File: src/rtl/btn_pkg.sv
// btn_pkg: shared debouncer state encoding and default timing constants (12 MHz clock).
package btn_pkg;

    typedef enum logic [1:0] {
        UP         = 2'd0,
        CHECK_DOWN = 2'd1,
        DOWN       = 2'd2,
        CHECK_UP   = 2'd3
    } btn_state_t;

    localparam int DEBOUNCE_10MS_12MHZ       = 120000;
    localparam int REPEAT_DELAY_500MS_12MHZ  = 6000000;
    localparam int REPEAT_PERIOD_125MS_12MHZ = 1500000;

endpackage

File: src/rtl/sync_2ff.sv
// sync_2ff: two-flop synchroniser for an asynchronous pin, with a selectable reset value.
module sync_2ff #(
    parameter logic RST_VAL = 1'b0
) (
    input  logic clk,
    input  logic rst,
    input  logic d,
    output logic q1,
    output logic q2
);

    always_ff @(posedge clk) begin
        if (rst) begin
            q1 <= RST_VAL;
            q2 <= RST_VAL;
        end else begin
            q1 <= d;
            q2 <= q1;
        end
    end

endmodule

File: src/rtl/button_debouncer.sv
// button_debouncer: polarity normalise, synchronise and debounce a pushbutton into a level plus press/release strobes.
// Define BUTTON_DEBOUNCER_AUTO_REPEAT_EN to add auto-repeat press strobes while the button is held.
module button_debouncer
    import btn_pkg::*;
#(
    parameter int DEBOUNCE_CYCLES = DEBOUNCE_10MS_12MHZ,
    parameter int ACTIVE_LOW      = 1,
    parameter int REPEAT_DELAY    = REPEAT_DELAY_500MS_12MHZ,
    parameter int REPEAT_PERIOD   = REPEAT_PERIOD_125MS_12MHZ
) (
    input  logic clk,
    input  logic rst,
    input  logic btn_raw,
    output logic btn_level,
    output logic press_pulse,
    output logic release_pulse
);

    localparam int CW = $clog2(DEBOUNCE_CYCLES);
    localparam logic [CW-1:0] CMAX = CW'(DEBOUNCE_CYCLES - 1);

    if (DEBOUNCE_CYCLES < 2 || DEBOUNCE_CYCLES > 24'hFFFFFF || REPEAT_DELAY < 1 || REPEAT_PERIOD < 1) begin : g_bad_params
        $error("button_debouncer: illegal timing parameters");
    end

    btn_state_t    state, state_n;
    logic [CW-1:0] count, count_n;
    logic          sync_q1, sync_q2;
    logic          press_n, release_n, rpt_fire;

    sync_2ff #(.RST_VAL(1'b0)) u_sync (
        .clk (clk),
        .rst (rst),
        .d   ((ACTIVE_LOW != 0) ? ~btn_raw : btn_raw),
        .q1  (sync_q1),
        .q2  (sync_q2)
    );

    always_comb begin
        state_n   = state;
        count_n   = '0;
        press_n   = 1'b0;
        release_n = 1'b0;
        case (state)
            UP:         state_n = sync_q2 ? CHECK_DOWN : UP;
            CHECK_DOWN: begin
                count_n = count + 1'b1;
                if (!sync_q2) state_n = UP;
                else if (count == CMAX) begin
                    state_n = DOWN;
                    press_n = 1'b1;
                end
            end
            DOWN:       state_n = sync_q2 ? DOWN : CHECK_UP;
            CHECK_UP:   begin
                count_n = count + 1'b1;
                if (sync_q2) state_n = DOWN;
                else if (count == CMAX) begin
                    state_n   = UP;
                    release_n = 1'b1;
                end
            end
            default:    state_n = UP;
        endcase
    end

`ifdef BUTTON_DEBOUNCER_AUTO_REPEAT_EN
    localparam int RMAXV = (REPEAT_DELAY > REPEAT_PERIOD) ? REPEAT_DELAY : REPEAT_PERIOD;
    localparam int RW = $clog2(RMAXV + 1);
    localparam logic [RW-1:0] RD_MAX = RW'(REPEAT_DELAY - 1);
    localparam logic [RW-1:0] RP_MAX = RW'(REPEAT_PERIOD - 1);
    logic [RW-1:0] rcnt;
    logic          rpt;
    // First repeat waits the long delay, later ones the short period.
    assign rpt_fire = (state == DOWN) && sync_q2 && (rcnt == (rpt ? RP_MAX : RD_MAX));
    always_ff @(posedge clk) begin
        if (rst || state != DOWN) begin
            rcnt <= '0;
            rpt  <= 1'b0;
        end else if (rpt_fire) begin
            rcnt <= '0;
            rpt  <= 1'b1;
        end else begin
            rcnt <= rcnt + 1'b1;
        end
    end
`else
    assign rpt_fire = 1'b0;
`endif

    always_ff @(posedge clk) begin
        if (rst) begin
            state         <= UP;
            count         <= '0;
            press_pulse   <= 1'b0;
            release_pulse <= 1'b0;
        end else begin
            state         <= state_n;
            count         <= count_n;
            press_pulse   <= press_n | rpt_fire;
            release_pulse <= release_n;
        end
    end

    assign btn_level = (state == DOWN) || (state == CHECK_UP);

endmodule

File: config.mk
export PLATFORM = sky130hd
export DESIGN_NAME = button_debouncer
export DESIGN_NICKNAME = d
export VERILOG_FILES = /design/src/rtl/btn_pkg.sv /design/src/rtl/sync_2ff.sv /design/src/rtl/button_debouncer.sv
export SDC_FILE = /design/constraint.sdc
export NUM_CORES = 1
export LEC_CHECK = 0
export BUFFER_PORTS_ARGS = -buffer_cell sky130_fd_sc_hd__buf_2
export CAP_MARGIN = 15
export CELL_PAD_IN_SITES_DETAIL_PLACEMENT = 1
export CELL_PAD_IN_SITES_GLOBAL_PLACEMENT = 2
export CORE_MARGIN = 8
export CORE_UTILIZATION = 35
export DETAILED_ROUTE_END_ITERATION = 7
export PLACE_DENSITY_LB_ADDON = 0.1
export REMOVE_ABC_BUFFERS = 1
export SYNTH_ARGS = -nofsm -noshare
export SYNTH_HDL_FRONTEND = slang
export SYNTH_SLANG_ARGS = --single-unit
File: constraint.sdc
create_clock -name clk -period 2.35 [get_ports clk]
set_clock_uncertainty 0.05 [all_clocks]
set_input_delay 0.3525 -clock clk [delete_from_list [all_inputs] [get_ports clk]]
set_output_delay 0.3525 -clock clk [all_outputs]
set_load 0.005 [all_outputs]
==> results.md, run 1 <==
- Worst min-delay path class: in -> reg
- Hold path start: btn_raw
- CTS H-tree depth: 1
- Vias per cell: 5.03
- Longest Clk Path Bufs: 2
- Wirelength, routed: 1910 µm
- Initial core utilization: 35.5%
- Cts bufs inserted: 3
- Post-synthesis instance total: 104
- Post-route cell area: 1020 µm²
- Commonest cells after routing, fill and taps aside: dfxtp_1, nor2_1, xnor2_1, nand2_1, nand3_1
- RR Endpoint: count[16]$_SDFF_PP0_
- Std-Cell Core Area: 2660 µm²
- Hold violation total from the final report: 0
- Post-route ant nets: 0
- Vias in the first global route: 721
- TritonCTS clock tree: built
- Largest family of logic cells by synthesized area: simple AND/OR/NAND/NOR gates
- Reg2reg setup slack: 0.48 ns
- First-pass GRT wire length: 3280 µm
- Post-route minimum period: 1.87 ns
- Fin crit share: 79.6%
- Seq/Total Area, Yosys: 48.7%
- Routed len/inst: 13.5 µm
- Yosys Warn Count: 0
- Largest net degree at the start of global routing: 18
- Top Ports: 6
- Post-cts sizing count: 0
- Initial antenna violation count: 0
- Cell area after synthesis: 945 µm²
- Total GRT Usage: 9.14%
- Antenna diodes: 0
- Worst Slack Setup Final: 0.479 ns
- RSZ-0062 raised after global routing: false
- Maxcap violations: 0
- CP required: 2.54 ns
- Outcome: completed
- Worst Hold Depth: 2
- Place WS: 0.529 ns
- Peak VDD IR: 0.277 mV
- Share of cells above drive strength 1: 10.0%
- Syn_area_per_cell: 9.08 µm²
- Sum Neg Setup Slack: 0 ns
- Worst Path Arrival: 2.06 ns
- # DRC: 0
- Clk sinks: 23
- Fmax achieved: 534 MHz
- P_leak: 0.319 nW
- Post-Synth Simple-Gate Area: 30.6%
- Reg area: 460 µm²
- Clock transition at the registers of the reported paths: 0.12 ns
- DRT Pass-1 Iters: 4
- Synthesis-to-finish area growth: 8.34%
- Hold EP: u_sync.q1$_SDFF_PP0_
- Adder-cell share of the synthesized area: 1.32%
- Slew Limit Headroom: 54.3%
- Num rows: 19
- Worst-Margin Slew: 0.686 ns
- CTS root buf: clkbuf_4
- Worst r2r path cells: 4
- Area of placed instances: 997 µm²
- Gr ovfl total: 0
- Via count: 709
- Setup Buffers After CTS: 0
- Netlist cell types: 27
- XOR/XNOR Fraction of Synth Area: 12.1%
- Initial drt markers: 23
- Worst setup path class: reg -> reg
- Fill cells: 330
- Port Buffers: 5
- Synthesized flop and latch total: 23
- Die height: 68.0 µm
- Cts hold-fix bufs: 0
- Worst-skew pair later-pin latency: 0.30 ns
- Chip width: 68.0 µm
- Multi-input gate area: 462 µm²
- Nets: 115
- Critical path peak fanout: 6
- Compound-gate portion of the synthesized area: 3.84%
- Mux cell area share after synthesis: 1.06%
- Die Area: 4620 µm²
- CP endpoint kind: register
- Detailed placer's ending HPWL: 1380 µm
- GPL Wtd Cong: 0.708
- Setup-failing EPs final: 0
- Commonest non-fill, non-tap cell in the layout: dfxtp_1
- Max Slew Vio Count: 0
- Crit path launch type: register
- R2r startpoint: count[7]$_SDFF_PP0_
- Power density cells: 567 nW/µm²
==> layout make-up <==
| cell class | instances | share of cell area (%) |
|---|---|---|
| timing repair buffer | 5 | 2.44 |
| multi-input combinational | 75 | 45.1 |
| inverter | 3 | 1.10 |
| clock buffer | 4 | 2.57 |
| sequential | 23 | 45.0 |
| tap | 31 | 3.79 |
==> kinds of logic (layout without fill, tap and decap cells) <==
group | after synthesis | after routing
DFF | 23 | 23
xor gates and xnor gates | 13 | 13
and+or+nand+nor | 54 | 54
AOI/OAI and AO/OA | 6 | 6
muxes | 1 | 1
adders and majority gates | 1 | 1
buffers and inverters | 6 | 12
==> worst max path at each step <==
stage,start,endpoint
global placement,count[7]$_SDFF_PP0_,count[16]$_SDFF_PP0_
floorplan,count[7]$_SDFF_PP0_,count[16]$_SDFF_PP0_
global route,count[7]$_SDFF_PP0_,count[16]$_SDFF_PP0_
CTS,count[7]$_SDFF_PP0_,count[16]$_SDFF_PP0_
detailed placement,count[7]$_SDFF_PP0_,count[16]$_SDFF_PP0_
finish,count[7]$_SDFF_PP0_,count[16]$_SDFF_PP0_
==> worst max-delay path, cell delays in order (launching register included) <==
cell and delay [ns]:
dfxtp_1 0.49, nand4_2 0.17, or3_4 0.43, or4_1 0.51, a21oi_1 0.14
==> synthesized netlist by cell type (all sizes together) <==
| library cell | n | area (µm²) |
|---|---|---|
| a21oi | 3 | 15.0 |
| inv | 3 | 11.3 |
| o41ai | 1 | 8.76 |
| nand2b | 3 | 18.8 |
| dfxtp | 23 | 460 |
| and4 | 1 | 8.76 |
| or4b | 1 | 10.0 |
| nand2 | 7 | 26.3 |
| nand4 | 4 | 31.3 |
| or3 | 2 | 18.8 |
| nor3b | 1 | 7.51 |
| xor2 | 5 | 43.8 |
| xnor2 | 8 | 70.1 |
| nor3 | 5 | 25.0 |
| clkbuf | 3 | 11.3 |
| nand3 | 6 | 30.0 |
| or4 | 2 | 15.0 |
| nor2 | 16 | 60.1 |
| o31ai | 1 | 7.51 |
| nor4 | 3 | 18.8 |
| o21ai | 1 | 5.00 |
| ha | 1 | 12.5 |
| nor2b | 2 | 12.5 |
| and3 | 1 | 6.26 |
| mux2i | 1 | 10.0 |
==> per-stage QoR <==
stage | power [mW] | hold slack, ns | instances | util (%)
after floorplan | 0.406 | 0.364 | 101 | -
after global placement | 0.410 | 0.368 | 137 | 37.5
after detailed placement | 0.410 | 0.381 | 137 | 37.5
after CTS | 0.594 | 0.121 | 141 | 38.4
after global routing | 0.613 | 0.116 | 141 | 38.4
final | 0.581 | 0.131 | 141 | 38.4
==> power by group <==
| part | internal [mW] | switching (mW) | total (mW) |
|---|---|---|---|
| logic | 0.00339 | 0.00385 | 0.00724 |
| clock network | 0.0661 | 0.113 | 0.180 |
| registers | 0.392 | 0.00154 | 0.394 |
==> routing by layer <==
layer	track usage, %	vias up	share of wire (%)
met3	2.62	4	3.9
met4	4.09	0	1.4
met5	0	-	0
met2	13.8	7	43
met1	11.7	329	52
li1	-	369	-
==> registers in the layout, summed over array words and instances, names as in the netlist, named ones only <==
| signal | flops |
|---|---|
| u_sync.q2 | 1 |
| state | 1 |
| press_pulse | 1 |
| release_pulse | 1 |
| count | 17 |
| u_sync.q1 | 1 |
(Power assumes the default switching activity.)
==> run 2: changes to the inputs <==
--- a/config.mk
+++ b/config.mk
@@ -10,7 +10,7 @@
 export CELL_PAD_IN_SITES_DETAIL_PLACEMENT = 1
 export CELL_PAD_IN_SITES_GLOBAL_PLACEMENT = 2
 export CORE_MARGIN = 8
-export CORE_UTILIZATION = 35
+export CORE_UTILIZATION = 32
 export DETAILED_ROUTE_END_ITERATION = 7
 export PLACE_DENSITY_LB_ADDON = 0.1
 export REMOVE_ABC_BUFFERS = 1
==> constraint.sdc (replaced) <==
create_clock -name clk -period 1.5 [get_ports clk]
set_clock_uncertainty 0.05 [all_clocks]
set_input_delay 0.225 -clock clk [delete_from_list [all_inputs] [get_ports clk]]
set_output_delay 0.225 -clock clk [all_outputs]
set_load 0.005 [all_outputs]
==> run 2 against run 1 <==
Against the previous run:
- the run now ends with negative setup slack left
- hold slack got worse by 0.064 ns
- first-iteration DRC count decreased by 26%
- critical path type unchanged
- clock power increased by 61%
- critical path depth unchanged
- sequential share of layout area decreased by 9.1 points
- sequential power increased by 56%
- global-route usage increased by 0.42 points
- routed wire length increased by 20%
- worst setup slack got worse by 0.58 ns
- register-to-register slack got worse by 0.58 ns
- total power increased by 58%
==> results.md, run 2 (synthesized netlist as in run 1, its figures left out) <==
- Outcome: finished with violations
- Failing checks: negative setup slack
- Max Slew Vio Count: 0 (unchanged)
- GPL Wtd Cong: 0.847 (+20%)
- Slowest Stage Delay on Critical Path: 0.49 ns (-0.02 ns)
- Hold violation total from the final report: 0 (unchanged)
- Vias in the first global route: 878 (+22%)
- Fmax achieved: 624 MHz (+17%)
- CTS H-tree depth: 1 (unchanged)
- Met2 Usage GRT: 17.7% (+3.9 points)
- Commonest cells after routing, fill and taps aside: buf_4, nor2_1, dfxtp_1, dfxtp_2, xnor2_1
- Fin util: 47.6% (+9.2 points)
- Top reg by flops: count
- Worst min-delay path class: in -> reg
- Post-route minimum period: 1.60 ns (-0.269 ns)
- Nets: 141 (+23%)
- Worst-Margin Slew: 0.251 ns (-0.434 ns)
- Total GRT Usage: 9.55% (+0.42 points)
- Worst Slack Setup Final: -0.102 ns (-0.581 ns)
- Initial antenna violation count: 0 (unchanged)
- CP max-delay cell: or4_4
- Place WS: -0.184 ns (-0.712 ns)
- Longest Clk Path Bufs: 2 (unchanged)
- Port Buffers: 5 (unchanged)
- Internal power: 0.720 mW (+56%)
- Routed len/inst: 13.6 µm (+1.0%)
- Clock transition at the registers of the reported paths: 0.13 ns (about the same)
- R2r startpoint: count[7]$_SDFF_PP0_
- Hold Slack: 0.0668 ns (-0.0644 ns)
- Num rows: 19 (unchanged)
- Sw frac: 21.7% (+1.2 points)
- Power density cells: 694 nW/µm² (+22%)
- Synthesis-to-finish area growth: 40.3%
- Reg area: 475 µm² (+3.3%)
- P_leak: 0.505 nW (+58%)
- Hold EP: u_sync.q2$_SDFF_PP0_
- Max reg flops: 17 (unchanged)
- Clock share of power: 31.5% (+0.6 points)
- Largest net degree at the start of global routing: 18 (unchanged)
- Antenna diodes: 0 (unchanged)
- Maxcap violations: 0 (unchanged)
- Busiest grt layer: met2
- Slew Limit Headroom: 83.1% (+29 points)
- Fill cells: 324 (-1.8%)
- Comb pwr share: 1.7% (+0.5 points)
- RSZ-0062 raised after global routing: true
- Wirelength, routed: 2280 µm (+20%)
- Multi-input gate area: 546 µm² (+18%)
- Share of cells above drive strength 1: 42.6% (+33 points)
- Worst r2r path cells: 4 (unchanged)
- TritonCTS clock tree: built
- Vias per cell: 4.98 (-0.92%)
- Via count: 832 (+17%)
- Worst-skew pair later-pin latency: 0.31 ns (about the same)
- Fin crit share: 107% (+27 points)
- Peak VDD IR: 0.414 mV (+50%)
- Worst Path Arrival: 1.81 ns (-0.25 ns)
- Post-route ant nets: 0 (unchanged)
- Psw: 0.199 mW (+68%)
- Crit-path leading delay family: simple AND/OR/NAND/NOR gates
- Commonest non-fill, non-tap cell in the layout: buf_4
- Reg2reg setup slack: -0.10 ns (-0.58 ns)
- DRT Pass-1 Iters: 4 (unchanged)
- Crit-path cells: nand4_4 -> or3_4 -> or4_4 -> a21oi_2
- Grt met3 use: 2.26% (-0.36 points)
- Die height: 70.3 µm (+3.5%)
- Critical path buffers and inverters: 0 (unchanged)
- RR Endpoint: count[16]$_SDFF_PP0_
- Worst setup path class: reg -> reg
- CP required: 1.71 ns (-0.83 ns)
- Top Ports: 6 (unchanged)
- Grt met1 use: 9.88% (-1.9 points)
- Worst Hold Depth: 2 (unchanged)
- Chip width: 70.3 µm (+3.5%)
- First-pass GRT wire length: 3910 µm (+19%)
- Clk sinks: 23 (unchanged)
- CTS root buf: clkbuf_4
- Crit path launch type: register
- # DRC: 0 (unchanged)
- Std-Cell Core Area: 2780 µm² (+4.5%)
- Share of power burned in registers: 66.8% (-1.0 points)
- Setup-failing EPs final: 6 (+6)
- Cts bufs inserted: 3 (unchanged)
- Worst setup startpoint: count[7]$_SDFF_PP0_
- Initial core utilization: 34.0% (-1.5 points)
- Hold path start: rst
- Critical path peak fanout: 4 (-2)
- CP endpoint kind: register
- Detailed placer's ending HPWL: 1710 µm (+24%)
- Gr ovfl total: 0 (unchanged)
- Die Area: 4950 µm² (+7.1%)
- Initial drt markers: 17 (-26%)
run 2: through the flow:
step                      cell area [µm²]  TNS [ns]  total power [mW]  cells
after floorplan                       933    -0.888             0.636    101
after global placement               1170    -0.766             0.643    160
after detailed placement             1170    -0.866             0.643    160
after CTS                            1230    -0.490             0.940    166
after global routing                 1330    -0.887             0.964    167
final                                1330    -0.440             0.919    167
run 2: power by group through the flow:
stage	combinational (mW)	clock [mW]	sequential (mW)
3_5_place_dp	0.0134	0	0.630
6_report	0.0153	0.289	0.614
5_1_grt	0.0176	0.331	0.615
3_3_place_gp	0.0130	0	0.630
2_1_floorplan	0.00610	0	0.630
4_1_cts	0.0157	0.308	0.617
run 2: worst max path at each step:
stage                                  to  slack (ns)  depth (start not counted)
global route        state[0]$_SDFFE_PP0P_       -0.16                          5
CTS                  count[16]$_SDFF_PP0_       -0.10                          4
detailed placement   count[16]$_SDFF_PP0_       -0.18                          4
finish               count[16]$_SDFF_PP0_       -0.10                          4
global placement    state[0]$_SDFFE_PP0P_       -0.14                          5
floorplan            count[16]$_SDFF_PP0_       -0.20                          4
run 2: what timing repair did:
action / in CTS / in global routing
hold buffers: 1 / 0
pin swaps: 3 / 8
gates resized for setup: 7 / 21
buffers inserted: 1 / 1
hold endpoints to repair: 1 / 0
endpoints found under the setup margin: 8 / 10
run 2: per-layer routing:
| metal | part of all wire (%) | vias up |
|---|---|---|
| li1 | - | 418 |
| met1 | 41 | 406 |
| met2 | 55 | 6 |
| met3 | 3.1 | 2 |
| met4 | 0.92 | 0 |
| met5 | 0 | - |
run 2: final cells by class:
type                    instances  area share [%]
multi-input cells              75            41.2
flip-flops and latches         23            35.9
repair buffers                 31            17.1
well taps                      31            2.93
clock buffers                   3            1.70
inverters                       3           0.850
clock inverters                 1           0.378
run 2: worst reg2reg max path, delay by kind of cell (launching register included):
kind / cells / cell delay [ns]
compound gates: 1 / 0.14
flops: 1 / 0.38
simple gates: 3 / 0.99
